--- src/rtl/button_debouncer.sv ---
// Push-button debouncer: a two-flop synchronizer feeds a four-state qualify FSM.
// A new level is accepted only after it has been seen on DEBOUNCE_CYCLES
// consecutive qualify cycles. The block emits one-cycle press/release strobes
// and keeps a saturating count of qualifications abandoned because of a bounce.
module button_debouncer #(
    parameter int DEBOUNCE_CYCLES = 500000,
    parameter int ABORT_CNT_WIDTH = 8
) (
    input  logic                       clk,
    input  logic                       reset,
    input  logic                       button_in,
    output logic                       button_clean,
    output logic                       press_pulse,
    output logic                       release_pulse,
    output logic [ABORT_CNT_WIDTH-1:0] abort_count
);

    // The counter only ever holds 0..DEBOUNCE_CYCLES-1, so clog2 bits are enough.
    localparam int CNT_W = (DEBOUNCE_CYCLES > 1) ? $clog2(DEBOUNCE_CYCLES) : 1;
    localparam logic [CNT_W-1:0]           CNT_LAST  = CNT_W'(DEBOUNCE_CYCLES - 1);
    localparam logic [ABORT_CNT_WIDTH-1:0] ABORT_MAX = '1;

    typedef enum logic [1:0] {
        STABLE_LOW  = 2'b00,
        WAIT_HIGH   = 2'b01,
        STABLE_HIGH = 2'b10,
        WAIT_LOW    = 2'b11
    } state_t;

    logic                       sync_ff;
    logic                       sync_q;
    state_t                     state;
    state_t                     state_next;
    logic [CNT_W-1:0]           count;
    logic [CNT_W-1:0]           count_next;
    logic                       abort_hit;
    logic                       clean_next;
    logic                       press_next;
    logic                       release_next;
    logic [ABORT_CNT_WIDTH-1:0] abort_next;

    // Two-flop synchronizer for the asynchronous button level.
    always_ff @(posedge clk or negedge reset) begin
        if (!reset) begin
            sync_ff <= 1'b0;
            sync_q  <= 1'b0;
        end else begin
            sync_ff <= button_in;
            sync_q  <= sync_ff;
        end
    end

    // FSM state, qualify counter and all registered outputs.
    always_ff @(posedge clk or negedge reset) begin
        if (!reset) begin
            state         <= STABLE_LOW;
            count         <= '0;
            button_clean  <= 1'b0;
            press_pulse   <= 1'b0;
            release_pulse <= 1'b0;
            abort_count   <= '0;
        end else begin
            state         <= state_next;
            count         <= count_next;
            button_clean  <= clean_next;
            press_pulse   <= press_next;
            release_pulse <= release_next;
            abort_count   <= abort_next;
        end
    end

    // Next-state logic; the counter advances only while staying in a WAIT state,
    // so every state change clears it.
    always_comb begin
        state_next = STABLE_LOW;
        count_next = '0;
        abort_hit  = 1'b0;
        case (state)
            STABLE_LOW: begin
                state_next = sync_q ? WAIT_HIGH : STABLE_LOW;
            end
            WAIT_HIGH: begin
                if (!sync_q) begin
                    state_next = STABLE_LOW;
                    abort_hit  = 1'b1;
                end else if (count == CNT_LAST) begin
                    state_next = STABLE_HIGH;
                end else begin
                    state_next = WAIT_HIGH;
                    count_next = count + CNT_W'(1);
                end
            end
            STABLE_HIGH: begin
                state_next = sync_q ? STABLE_HIGH : WAIT_LOW;
            end
            WAIT_LOW: begin
                if (sync_q) begin
                    state_next = STABLE_HIGH;
                    abort_hit  = 1'b1;
                end else if (count == CNT_LAST) begin
                    state_next = STABLE_LOW;
                end else begin
                    state_next = WAIT_LOW;
                    count_next = count + CNT_W'(1);
                end
            end
            default: begin
                state_next = STABLE_LOW;
            end
        endcase
    end

    // Output decode from the upcoming state so outputs switch on the transition edge.
    always_comb begin
        clean_next   = (state_next == STABLE_HIGH) || (state_next == WAIT_LOW);
        press_next   = (state == WAIT_HIGH) && (state_next == STABLE_HIGH);
        release_next = (state == WAIT_LOW) && (state_next == STABLE_LOW);
        abort_next   = abort_count;
        if (abort_hit && (abort_count != ABORT_MAX)) begin
            abort_next = abort_count + ABORT_CNT_WIDTH'(1);
        end
    end

endmodule

--- config.mk ---
export PLATFORM = sky130hd
export DESIGN_NAME = button_debouncer
export DESIGN_NICKNAME = d
export VERILOG_FILES = /design/src/rtl/button_debouncer.sv
export SDC_FILE = /design/constraint.sdc
export NUM_CORES = 1
export LEC_CHECK = 0
export ABC_AREA = 1
export CAP_MARGIN = 20
export CELL_PAD_IN_SITES_DETAIL_PLACEMENT = 0
export CELL_PAD_IN_SITES_GLOBAL_PLACEMENT = 1
export CORE_MARGIN = 3
export CORE_UTILIZATION = 47
export DETAILED_ROUTE_END_ITERATION = 10
export GPL_TIMING_DRIVEN = 0
export PLACE_DENSITY = 0.85
export SYNTH_ARGS = -nofsm -noshare
export SYNTH_HDL_FRONTEND = slang
export SYNTH_SLANG_ARGS = --single-unit
--- constraint.sdc ---
create_clock -name clk -period 4.2 [get_ports clk]
set_input_delay 0.84 -clock clk [delete_from_list [all_inputs] [get_ports clk]]
set_output_delay 0.84 -clock clk [all_outputs]
set_load 0.01 [all_outputs]
* Yosys cells after proc, flatten, opt, wreduce, memory -nomap -nowiden
Cells that the tools add are included.
Storage, ports and cells: register bits after elaboration 34, bits in latches 0, bits in writable memories 0, bits in read-only memories 0, input port bits 3, output and inout bits 11, memories 0
Cells by class: $add $sub $neg 2, multipliers 0, divide/modulo/power cells 0, $lt $le $gt $ge 0, equality and inequality tests 7, shifts and indexed selects 0, muxes and demuxes 14, bitwise operators 0, reduce and logical (&&, ||, !) cells 6
Operator list (number):
- two-way mux 19 bit | 3
- one-hot mux 19 bit (2 select lines) | 1
- adder 19 x 1 -> 19 bit (second input constant) | 1
- equality test 19 bit (second input constant) | 1
- adder 8 x 1 -> 8 bit (second input constant) | 1
- equality test 2 bit (second input constant) | 4
- two-way mux 2 bit | 4
- != test 8 bit (second input constant) | 1
- one-hot mux 2 bit (4 select lines) | 1
- logical NOT 2 bit | 2
- two-way mux 1 bit | 4
- logical AND 1 bit | 3
- equality test 2 x 1 -> 1 bit (second input constant) | 1
- one-hot mux 1 bit (2 select lines) | 1
- logical OR 1 bit | 1

* Depth between registers and ports, before layout
Gate-level depths: netlist of run 1.
depth after elaboration 6, gate-level depth with buffers 9, gate-level depth less buffers 9

* Worst setup path after synthesis of run 1
Ideal clock, no wire load.
path type register -> register, from register count[0], to register count[2], arrival time 1.403 ns, data required time 4.076 ns, path slack 2.673 ns, stages on the path, launching flop included 10, path through dfrtp_1 > ha_1 > nand3_1 > inv_1 > nand3_1 > nor2_4 > nor2_4 > inv_4 > buf_12 > nor2_4
On the way: word-level cells in the longest chain between the ends 4, elaborated cells between the ends (all ways) 6
Ends and longest elaborated chain:
- from (decl) | line 34 | logic [CNT_W-1:0] count;
- from (signal assigned) | line 64 | count <= count_next;
- adder 19 x 1 -> 19 bit / equality test 19 bit (equally long branches)
- two-way mux 19 bit (*) | line 86, 100
- two-way mux 19 bit, on equally long branches | line 97, 83
- one-hot mux 19 bit (2 select lines) (*) | line 78 | case (state)
- net count_next[2] | line 35 | logic [CNT_W-1:0] count_next;
The timed path passes the listed nets; every way through them passes the cells marked *. A chain may end at the register's enable or synchronous reset.

* Worst setup path after layout of run 1
from register abort_count[2], to output abort_count[2]
RTL lines:
- from (decl) | line 15 | output logic [ABORT_CNT_WIDTH-1:0] abort_count
- from (signal assigned) | line 68 | abort_count <= abort_next;
No word-level cell between the ends.

==> flow_summary.toml, run 1 <==
[routing]
drc = 0
detail_route.first_pass.iterations = 4
vias = 1353
detail_route.iter0.violations = 56
wl_per_cell_um = 11.3
ant_nets = 0
routed_wl_mm = 3.19
avgViaCountPerCell = 4.81

[synthesis]
synth_fp_nets = 219
synthTopCellsByArea = "dfrtp_1 48%, nand2_1 12%, nor2_1 7.8%"
yosysTopAreaCell = "dfrtp_1"
synth_seq_cells = 34
synthesis.area_um2 = 1790
netlist_instances = 214
yosysWarningCount = 0
avgSynthCellArea_um2 = 8.37
yosysUniqueCellTypes = 20
seq_area_frac_synth = 0.475
synth_top_area_share = 0.475

[cts]
clk_latency_ns = 0.28
h-tree-depth = 2
cts_tree = "done"
clock_sinks = 34
clk_pin_slew_ns = 0.07
cts_buffers = 5
clock-root-buffer = "clkbuf_8"
post_cts_buffers = 0
cts_resized = 0
ctsHoldBuffers = 0
cts_buffer_depth = 2

[critical_path]
cp_max_fo = 5
worst_setup_path_end_kind = "output port"
slowest_delay_ns = 0.57
reg2reg_depth = 9
crit_path_cell_trace = "clkdlybuf4s50_1"
crit_arrival_ns = 1.28
cp-start-kind = "register"
crit_type = "reg2out"
worstPathRequired_ns = 3.36
cp_num_buf_inv = 1
crit_family = "buffers and inverters"
path_depth = 1
slowest_stage = "clkdlybuf4s50_1"

[layout]
final_core_util = 0.590
multi_input_area_um2 = 827
area_growth_pct = 15.2
layout-drive-gt1-share = 0.111
most-common-layout-cells = "57 x nand2_1, 37 x nor2_1, 34 x dfrtp_1"
n_antenna_cell = 0
final_nets = 239
final_common_cell = "nand2_1"
ff_latch_area_um2 = 851
fin_cells = 281
nFillCells = 321

[pwr]
p_per_area_nw_per_um2 = 363
irDropWorstVdd_uv = 309
power.leakage_nw = 0.859

[global_routing]
grt_pass1_wl_mm = 5.78
grt_start_max_net_pins = 35
grt_antenna_before_repair = 0
grt_pass1_vias = 1333
grt_overflow = 0
grt_usage = 0.171

[placed_design]
dpl.hpwl_mm = 2.37
gp_congestion = 0.909
place_inst = 273
port_buffers = 13
dp_slack_ns = 2.38

[sta]
tns_ns = 0
relSlewSlack = 0.509
hold_ws_ns = 0.361
fin_crit_sh = 0.504
fin_ws_ns = 2.08
fin_skew_ns = 0.00480
rsz0062_at_grt = "false"
slew_violations = 0
max_freq_ghz = 0.472
max_slew.worst_pin.slew_ns = 0.737
hold_violations = 0
period_needed_ns = 2.12
finalSetupViolCount = 0

[floorplanning]
fp.dieW_um = 67.7
fp.dieH_um = 67.7
pin_count = 14
die_area_um2 = 4590
core_um2 = 3490
initial_core_util = 0.512
rows = 21

[flow_run]
maxCapViolCount = 0

[hold_path]
hold_depth = 0
hold_path_class = "reg2reg"

[run_status]
status = "complete, no violations"
==> Yosys cell counts (all sizes together) <==
cell type,instances
a21boi,1
a21oi,1
buf,1
dfrtp,34
ha,2
inv,24
nand2,59
nand3,13
nand3b,1
nand4,1
nor2,49
nor3,4
nor3b,1
o21ai,7
xnor2,8
xor2,8
==> area by class of cell <==
type,instances,share of cell area
multi-input combinational,155,0.401
clock inverter,3,0.0103
timing repair buffer,13,0.0606
sequential,34,0.412
tap,46,0.0279
clock buffer,5,0.0334
inverter,24,0.0449
buffer,1,0.00970
==> report_power, final <==
part / internal [mW] / total, mW / switching (mW)
clock network: 0.116 / 0.240 / 0.123
registers: 0.353 / 0.383 / 0.0302
logic: 0.0676 / 0.127 / 0.0596
total: 0.537 / 0.750 / 0.213
==> metrics by stage <==
step	power [mW]	instance area [µm²]
after global placement	0.516	1980
final	0.750	2060
after detailed placement	0.519	1970
after global routing	0.796	2060
after CTS	0.764	2060
after floorplan	0.451	1790
==> flip-flops by register name, summed over array words and instances, names as in the netlist <==
register       count
sync_ff            1
sync_q             1
press_pulse        1
button_clean       1
release_pulse      1
count             19
abort_count        8
state              2
==> path summary, 6_finish.rpt <==
check | startpoint | endpoint | slack (ns)
hold / removal | sync_ff | sync_q | 0.36
min in group asynchronous | reset | count[12] | 0.61
hold reg to reg | sync_ff | sync_q | 0.36
setup reg to reg | count[0] | count[8] | 2.46
setup / recovery | abort_count[2] | abort_count[2] | 2.08
max in group asynchronous | reset | count[13] | 3.11
==> per-layer routing <==
metal,GRT usage,wire length [µm],vias to the layer above
met5,0,0,-
met3,0.0449,108,7
met2,0.284,1550,19
met4,0.0835,97,0
li1,-,-,690
met1,0.204,1440,637
==> cell families after synthesis <==
logic type | after synthesis | synth area share
AO/OA/AOI/OAI | 9 | 0.0266
AND/OR/NAND/NOR | 128 | 0.339
XOR/XNOR | 16 | 0.0825
buffers and inverters | 25 | 0.0629
adder cells (fa/ha/maj) | 2 | 0.0140
flip-flops | 34 | 0.475
Note: power is estimated with default switching activity, not from simulation.
==> run 2: changes to the inputs <==
--- a/config.mk
+++ b/config.mk
@@ -10,10 +10,10 @@
 export CELL_PAD_IN_SITES_DETAIL_PLACEMENT = 0
 export CELL_PAD_IN_SITES_GLOBAL_PLACEMENT = 1
 export CORE_MARGIN = 3
-export CORE_UTILIZATION = 47
+export CORE_UTILIZATION = 43
 export DETAILED_ROUTE_END_ITERATION = 10
 export GPL_TIMING_DRIVEN = 0
-export PLACE_DENSITY = 0.85
+export PLACE_DENSITY = 0.79
 export SYNTH_ARGS = -nofsm -noshare
 export SYNTH_HDL_FRONTEND = slang
 export SYNTH_SLANG_ARGS = --single-unit
==> constraint.sdc (replaced) <==
create_clock -name clk -period 2.1 [get_ports clk]
set_input_delay 0.42 -clock clk [delete_from_list [all_inputs] [get_ports clk]]
set_output_delay 0.42 -clock clk [all_outputs]
set_load 0.01 [all_outputs]
==> flow_summary.toml, run 2 (synthesis results as in run 1) <==
[run_status]
status = "complete, no violations"

[sta]
max_slew.worst_pin.slew_ns = 0.750
period_needed_ns = 1.84
hold_violations = 0
tns_ns = 0
fin_crit_sh = 0.878
slew_violations = 0
finalSetupViolCount = 0
max_freq_ghz = 0.543
rsz0062_at_grt = "false"
fin_skew_ns = 0.00259
relSlewSlack = 0.500

[cts]
ctsHoldBuffers = 0
clock-root-buffer = "clkbuf_8"
clk_pin_slew_ns = 0.07
clk_latency_ns = 0.29
post_cts_buffers = 0
cts_buffer_depth = 2
h-tree-depth = 2
cts_buffers = 5
cts_tree = "done"
cts_resized = 0
clock_sinks = 34

[layout]
final_nets = 239
multi_input_area_um2 = 827
nFillCells = 373
layout-drive-gt1-share = 0.111
final_common_cell = "nand2_1"
most-common-layout-cells = "57 x nand2_1, 37 x nor2_1, 34 x dfrtp_1"
largest_register = "count"
largest_reg_flops = 19
reg.largest.list = "count x19, abort_count x8, state x2"
n_antenna_cell = 0
area_growth_pct = 16.7
ff_latch_area_um2 = 851

[floorplanning]
die_area_um2 = 4970
pin_count = 14
fp.dieW_um = 70.5
initial_core_util = 0.468
fp.dieH_um = 70.5
rows = 22
core_um2 = 3830

[hold_path]
hold_path_class = "in2async"

[global_routing]
grt_overflow = 0
grt_usage = 0.155
met2_usage = 0.228
grtUsageMet3 = 0.0483
grt_pass1_vias = 1321
grt.busiest_layer = "met2"
grt_pass1_wl_mm = 6.02
grt_start_max_net_pins = 35
grt_antenna_before_repair = 0
grtUsageMet1 = 0.217

[pwr]
p_per_area_nw_per_um2 = 780
power.leakage_nw = 0.865
irDropWorstVdd_uv = 464
power.total_mw = 1.63

[routing]
vias = 1377
wl_per_cell_um = 12.2
detail_route.first_pass.iterations = 4
drc = 0
avgViaCountPerCell = 4.87
routed_wl_mm = 3.46
ant_nets = 0
detail_route.iter0.violations = 84

[critical_path]
crit_arrival_ns = 2.02
worstPathRequired_ns = 2.27
worst_setup_path_end_kind = "register"
r2r-start = "count[0]"
rr_endpoint = "count[8]"
cp-start-kind = "register"
crit_type = "reg2reg"
r2r_setup_slack_ns = 0.26
cp_max_fo = 10
reg2reg_depth = 9

[flow_run]
maxCapViolCount = 0

[placed_design]
port_buffers = 13
dpl.hpwl_mm = 2.60
gp_congestion = 0.878
==> run 2: cell count changes in the layout (fill, tap and decap cells not counted), sizes merged <==
cell,delta
clkinv,-2
clkinvlp,+1
bufinv,+1
==> run 2: worst max-delay path by stage <==
stage	startpoint	endpoint	slack [ns]	cells past startpoint
2_1_floorplan	count[0]	count[3]	0.57	9
3_3_place_gp	reset	button_clean	-0.13	1
3_5_place_dp	count[0]	count[8]	0.30	9
4_1_cts	count[0]	count[8]	0.28	9
5_1_grt	count[0]	count[7]	0.17	9
6_report	count[0]	count[8]	0.26	9
==> run 2: per-stage QoR <==
step           cell area [µm²]  hold WS (ns)  setup slack [ns]  utilization  std cells
6_report                  2090         0.196             0.257        0.546        283
5_1_grt                   2090         0.247             0.175        0.546        283
4_1_cts                   2090         0.223             0.283        0.546        283
3_5_place_dp              1980         0.352             0.301        0.516        275
3_3_place_gp              1980         0.341            -0.127        0.518        275
2_1_floorplan             1790         0.124             0.573            -        214
==> run 2: routing by layer <==
metal	up-vias	part of all wire
met4	0	0.015
li1	695	-
met1	657	0.49
met5	-	0
met3	7	0.038
met2	18	0.45
==> run 2: worst max-delay path, stage by stage, from the launching register on <==
cell,delay [ns]
dfrtp_1,0.47
ha_1,0.22
nand3_1,0.20
inv_1,0.12
nand3_1,0.13
nor2_4,0.17
nor2_4,0.09
inv_4,0.10
buf_12,0.18
nor2_4,0.04
==> run 2: final cells by class <==
cell class | count | area share
plain buffers | 1 | 0.00958
clock buffers | 5 | 0.0329
inverters | 24 | 0.0443
flip-flops and latches | 34 | 0.407
well taps | 48 | 0.0287
clock inverters | 3 | 0.0216
repair buffers | 13 | 0.0599
multi-input cells | 155 | 0.396
==> run 2: report_power, final <==
part,total (mW),switching [mW],internal [mW],leakage (nW)
Combinational,0.259,0.123,0.136,0.354
Sequential,0.767,0.0618,0.705,0.461
Clock,0.603,0.250,0.353,0.0504
Total,1.63,0.435,1.19,0.865
